## src/rtl/mem_pkg.sv

```systemverilog
// Shared data-memory definitions: size-select encodings and the arbiter state type.
package mem_pkg;

    localparam logic [2:0] MEM_SZ_B  = 3'b000;
    localparam logic [2:0] MEM_SZ_H  = 3'b001;
    localparam logic [2:0] MEM_SZ_W  = 3'b010;
    localparam logic [2:0] MEM_SZ_BU = 3'b100;
    localparam logic [2:0] MEM_SZ_HU = 3'b101;

    localparam int STARVE_CNT_W = 8;

    typedef enum logic {
        ARB_IDLE  = 1'b0,
        ARB_FORCE = 1'b1
    } arb_state_t;

endpackage

```

## src/rtl/dmem_arbiter_starve_counter.sv

```systemverilog
// Saturating up-counter with clear; o_hit flags the increment that would reach LIMIT,
// and that increment wraps the count back to zero instead of storing LIMIT.
module starve_counter
    import mem_pkg::*;
#(
    parameter int LIMIT = 8
) (
    input  logic i_clk,
    input  logic i_rst,
    input  logic i_clr,
    input  logic i_inc,
    output logic o_hit
);

    logic [STARVE_CNT_W-1:0] r_cnt;
    logic [STARVE_CNT_W-1:0] w_cnt_inc;

    assign w_cnt_inc = r_cnt + 8'd1;
    assign o_hit     = i_inc && (w_cnt_inc == LIMIT[STARVE_CNT_W-1:0]);

    always_ff @(posedge i_clk) begin
        if (i_rst) begin
            r_cnt <= '0;
        end else if (i_clr || o_hit) begin
            r_cnt <= '0;
        end else if (i_inc && (r_cnt != 8'hFF)) begin
            r_cnt <= w_cnt_inc;
        end
    end

endmodule

```

## src/rtl/dmem_arbiter.sv

```systemverilog
// Core-priority arbiter for the shared data-memory port, with a starvation-driven
// one-cycle FORCE grant for the external valid/ready requester.
//   state     | meaning
//   ARB_IDLE  | core has priority, external granted only when core is quiet
//   ARB_FORCE | single stall cycle, external granted unconditionally
module dmem_arbiter
    import mem_pkg::*;
#(
    parameter int STARVE_LIMIT = 8
) (
    input  logic        i_clk,
    input  logic        i_rst,
    input  logic        i_core_req,
    input  logic [31:0] i_core_addr,
    input  logic        i_core_w,
    input  logic [2:0]  i_core_w_sel,
    input  logic [31:0] i_core_wdata,
    output logic [31:0] o_core_rdata,
    output logic        o_core_stall,
    input  logic        i_ext_valid,
    output logic        o_ext_ready,
    input  logic [31:0] i_ext_addr,
    input  logic        i_ext_w,
    input  logic [2:0]  i_ext_w_sel,
    input  logic [31:0] i_ext_wdata,
    output logic        o_ext_rvalid,
    output logic [31:0] o_ext_rdata,
    output logic [31:0] o_mem_addr,
    output logic        o_mem_w,
    output logic [2:0]  o_mem_w_sel,
    output logic [31:0] o_mem_in_data,
    input  logic [31:0] i_mem_out_data,
    output logic        o_proto_err
);

    arb_state_t r_state;
    arb_state_t w_state_nxt;
    logic       r_rd_pend;
    logic       r_proto_err;
    logic       w_ext_hs;
    logic       w_core_gnt;
    logic       w_starve_inc;
    logic       w_starve_hit;

    always_ff @(posedge i_clk) begin
        if (i_rst) begin
            r_state     <= ARB_IDLE;
            r_rd_pend   <= 1'b0;
            r_proto_err <= 1'b0;
        end else begin
            r_state   <= w_state_nxt;
            r_rd_pend <= w_ext_hs & ~i_ext_w;
            if ((r_state == ARB_FORCE) && i_core_req) begin
                r_proto_err <= 1'b1;
            end
        end
    end

    always_comb begin
        w_state_nxt  = ARB_IDLE;
        o_ext_ready  = 1'b0;
        o_core_stall = 1'b0;
        if (!i_rst) begin
            case (r_state)
                ARB_IDLE: begin
                    o_ext_ready = i_ext_valid & ~i_core_req;
                    if (w_starve_hit) begin
                        w_state_nxt = ARB_FORCE;
                    end
                end
                ARB_FORCE: begin
                    o_ext_ready  = i_ext_valid;
                    o_core_stall = 1'b1;
                end
                default: w_state_nxt = ARB_IDLE;
            endcase
        end
    end

    assign w_ext_hs     = o_ext_ready;
    assign w_core_gnt   = ~i_rst & i_core_req & (r_state == ARB_IDLE);
    assign w_starve_inc = ~i_rst & (r_state == ARB_IDLE) & i_ext_valid & ~o_ext_ready;

    starve_counter #(
        .LIMIT (STARVE_LIMIT)
    ) u_starve (
        .i_clk (i_clk),
        .i_rst (i_rst),
        .i_clr (w_ext_hs | ~i_ext_valid),
        .i_inc (w_starve_inc),
        .o_hit (w_starve_hit)
    );

    // Grants are mutually exclusive: an IDLE handshake requires core_req low.
    always_comb begin
        o_mem_addr    = '0;
        o_mem_w       = 1'b0;
        o_mem_w_sel   = '0;
        o_mem_in_data = '0;
        if (w_core_gnt) begin
            o_mem_addr    = i_core_addr;
            o_mem_w       = i_core_w;
            o_mem_w_sel   = i_core_w_sel;
            o_mem_in_data = i_core_wdata;
        end else if (w_ext_hs) begin
            o_mem_addr    = i_ext_addr;
            o_mem_w       = i_ext_w;
            o_mem_w_sel   = i_ext_w_sel;
            o_mem_in_data = i_ext_wdata;
        end
    end

    assign o_core_rdata = i_mem_out_data;
    assign o_ext_rvalid = r_rd_pend & ~i_rst;
    assign o_ext_rdata  = o_ext_rvalid ? i_mem_out_data : 32'd0;
    assign o_proto_err  = r_proto_err;

endmodule

```

## config.mk

```make
export PLATFORM = sky130hd
export DESIGN_NAME = dmem_arbiter
export DESIGN_NICKNAME = d
export VERILOG_FILES = /design/src/rtl/mem_pkg.sv /design/src/rtl/dmem_arbiter_starve_counter.sv /design/src/rtl/dmem_arbiter.sv
export SDC_FILE = /design/constraint.sdc
export NUM_CORES = 1
export LEC_CHECK = 0
export ABC_CLOCK_PERIOD_IN_PS = 3020
export BUFFER_PORTS_ARGS = -buffer_cell sky130_fd_sc_hd__clkbuf_2
export CORE_AREA = 10 10 112 114
export CTS_CLUSTER_DIAMETER = 80
export DETAILED_ROUTE_END_ITERATION = 16
export DIE_AREA = 0 0 122 124
export PLACE_DENSITY = 0.66
export SYNTH_ARGS = -nofsm -noshare
export SYNTH_HDL_FRONTEND = slang
export SYNTH_SLANG_ARGS = --single-unit
```

## constraint.sdc

```tcl
create_clock -name i_clk -period 3.02 [get_ports i_clk]
set_clock_uncertainty 0.15 [all_clocks]
set_input_delay 0.906 -clock i_clk [delete_from_list [all_inputs] [get_ports i_clk]]
set_output_delay 0.906 -clock i_clk [all_outputs]
set_load 0.005 [all_outputs]
```

==> flow_summary.ini <==
[yosys]
synth_edf_count = 0
syn_inst = 215
synth-seq-cells = 11
async_reset_ff_frac = 0
synthesis.nets = 388
synth_area_mm2 = 0.00180
syn_area_per_cell_um2 = 8.35
yosys_warnings = 0
synth-main-ff-cell = dfxtp_1
yosysSeqAreaShare = 0.123
synth_cell_types = 35

[critical_path]
r2r-start = u_starve.r_cnt[0]
r2r_cells = 5
cp.arrival_ns = 1.93
crit_path_start_kind = input pin
crit_chain = clkbuf_2 > nand2b_4 > and3b_2 > buf_12 > a22o_1 > clkbuf_2
cp-end-kind = primary output
required_ns = 1.96
crit_path_frequent_cell = clkbuf_2
cp_max_fo = 42
crit_path_top_delay_cell = a22o_1
r2r-end = u_starve.r_cnt[1]
critPathMaxStageDelay_ns = 0.27
setup.worst_path.start = i_core_req
crit_type = input pin to primary output
r2r_setup_slack_ns = 1.18

[global_routing]
grt_pass1_wl_um = 15100
grt_antenna_before_repair = 1
grt_overflow = 0
grt_start_max_net_pins = 43
track_usage = 0.123
grt_pass1_vias = 2523

[clock_network]
cts_resized = 1
cts.sinks = 11
clock-root-buffer = clkbuf_8
cts_setup_buffers = 0
cts_hold_buf = 0
h-tree-depth = 1
cts-buffers-inserted = 3
cts_tree = yes
clk_latency_ns = 0.23
clk_pin_slew_ns = 0.05
cts_buffer_depth = 2

[floorplanning]
io_pins = 308
start_util = 0.175
die_width_um = 122
die_y_um = 124
rows = 37
die-area_mm2 = 0.0151
fp.coreArea_mm2 = 0.0102

[place]
portBuffers = 307
dp_hpwl_um = 10300
gp_congestion = 0.934
place_ws_ns = -0.00112

[sta]
hold_viol = 0
fmaxAchievable_mhz = 334
grt_setup_unrepaired = true
fin_crit_ns = 2.99
setup_viol = 0
worst_pin_slew_ns = 0.432
setup_slack_ns = 0.0293
finalMaxSlewViolations = 0
min_period_over_period = 0.990
slew_headroom = 0.710

[finish]
final_cell_mix = 307 x clkbuf_2, 68 x a22o_1, 33 x and2_1
drive_gt1_frac = 0.684
fin_util = 0.318
final_common_cell = clkbuf_2
area_growth_pct = 81.4
layout.nets = 652

[detailed_routing]
viasPerCell = 4.42
drt_iter0_drc = 155
drc = 0
vias = 2717
wirelength_um = 11500
wl_per_cell_um = 18.8
ant_nets = 0
first_pass_iters = 4

[power_and_ir_drop]
p_leak_nw = 1.96
peakVddDrop_uv = 253
power_density_mw_per_mm2 = 189
power.total_mw = 0.617

[min_path]
hp-start = o_proto_err
worstHoldEndpoint = o_proto_err
hold_class = register to register
holdPathStages = 2

[job]
cap_violations = 0

[outcome]
status = completed
-- synthesized netlist by cell type, types with 2 or more instances --
cell	n	area [um^2]
buf_2	3	15.0
xnor2_1	5	43.8
nand3_1	3	15.0
nor2_1	8	30.0
dfxtp_1	11	220
nor2b_1	3	18.8
buf_4	35	263
buf_6	8	90.1
a31oi_1	2	12.5
a21oi_1	5	25.0
and4_1	2	17.5
a211oi_2	2	25.0
a22o_1	68	596
and2_1	33	206
clkbuf_1	7	26.3
-- sequential cells by signal, summed over array words and instances, names as in the netlist --
name            cells
o_proto_err         1
r_rd_pend           1
r_state             1
u_starve.r_cnt      8
-- power by group --
group          switching, mW  internal [mW]
clock                 0.0507         0.0923
sequential           0.00248          0.148
combinational          0.138          0.186
total                  0.191          0.426
-- kinds of logic (layout without fill, tap and decap cells) --
family	Yosys count	after routing	synth area share
AOI/OAI and AO/OA	80	80	0.384
xor gates and xnor gates	5	5	0.0244
other	0	1	0
DFF	11	11	0.123
and+or+nand+nor	62	62	0.233
buffers and inverters	55	318	0.224
adders and majority gates	1	1	0.00697
muxes	1	1	0.00558
-- worst max-delay path, delay by kind of cell --
family / cells / cell delay [ns]
buf+inv: 3 / 0.43
simple gates: 2 / 0.30
compound gates: 1 / 0.27
-- metal layers --
layer / share of wire / track usage
met5: 0 / 0
met1: 0.34 / 0.133
met2: 0.53 / 0.225
met3: 0.13 / 0.0525
met4: 0.0069 / 0.0142
-- final cells by class --
class,instances,area (um^2)
inverters,1,3.75
diodes,1,2.50
clock buffers,4,45.0
well taps,136,170
fillers,1071,6970
flip-flops and latches,11,220
repair buffers,313,1640
multi-input cells,149,1180
-- worst max path at each step --
stage,to,slack (ns),cells past startpoint
4_1_cts,o_mem_in_data[1],0.04,6
2_1_floorplan,o_mem_addr[21],0.35,5
3_3_place_gp,o_mem_in_data[17],0.04,6
3_5_place_dp,o_mem_in_data[16],-0.001,6
5_1_grt,o_mem_in_data[5],-0.003,6
6_report,o_mem_in_data[1],0.03,6
-- per-stage QoR --
step	cells	hold WS [ns]	cell area, um^2	TNS (ns)
4_1_cts	614	0.323	3250	0
2_1_floorplan	215	0.310	1800	0
5_1_grt	614	0.392	3250	-0.00286
3_5_place_dp	610	0.308	3210	-0.00112
3_3_place_gp	610	0.318	3210	0
6_report	615	0.321	3260	0
(Power assumes the default switching activity.)
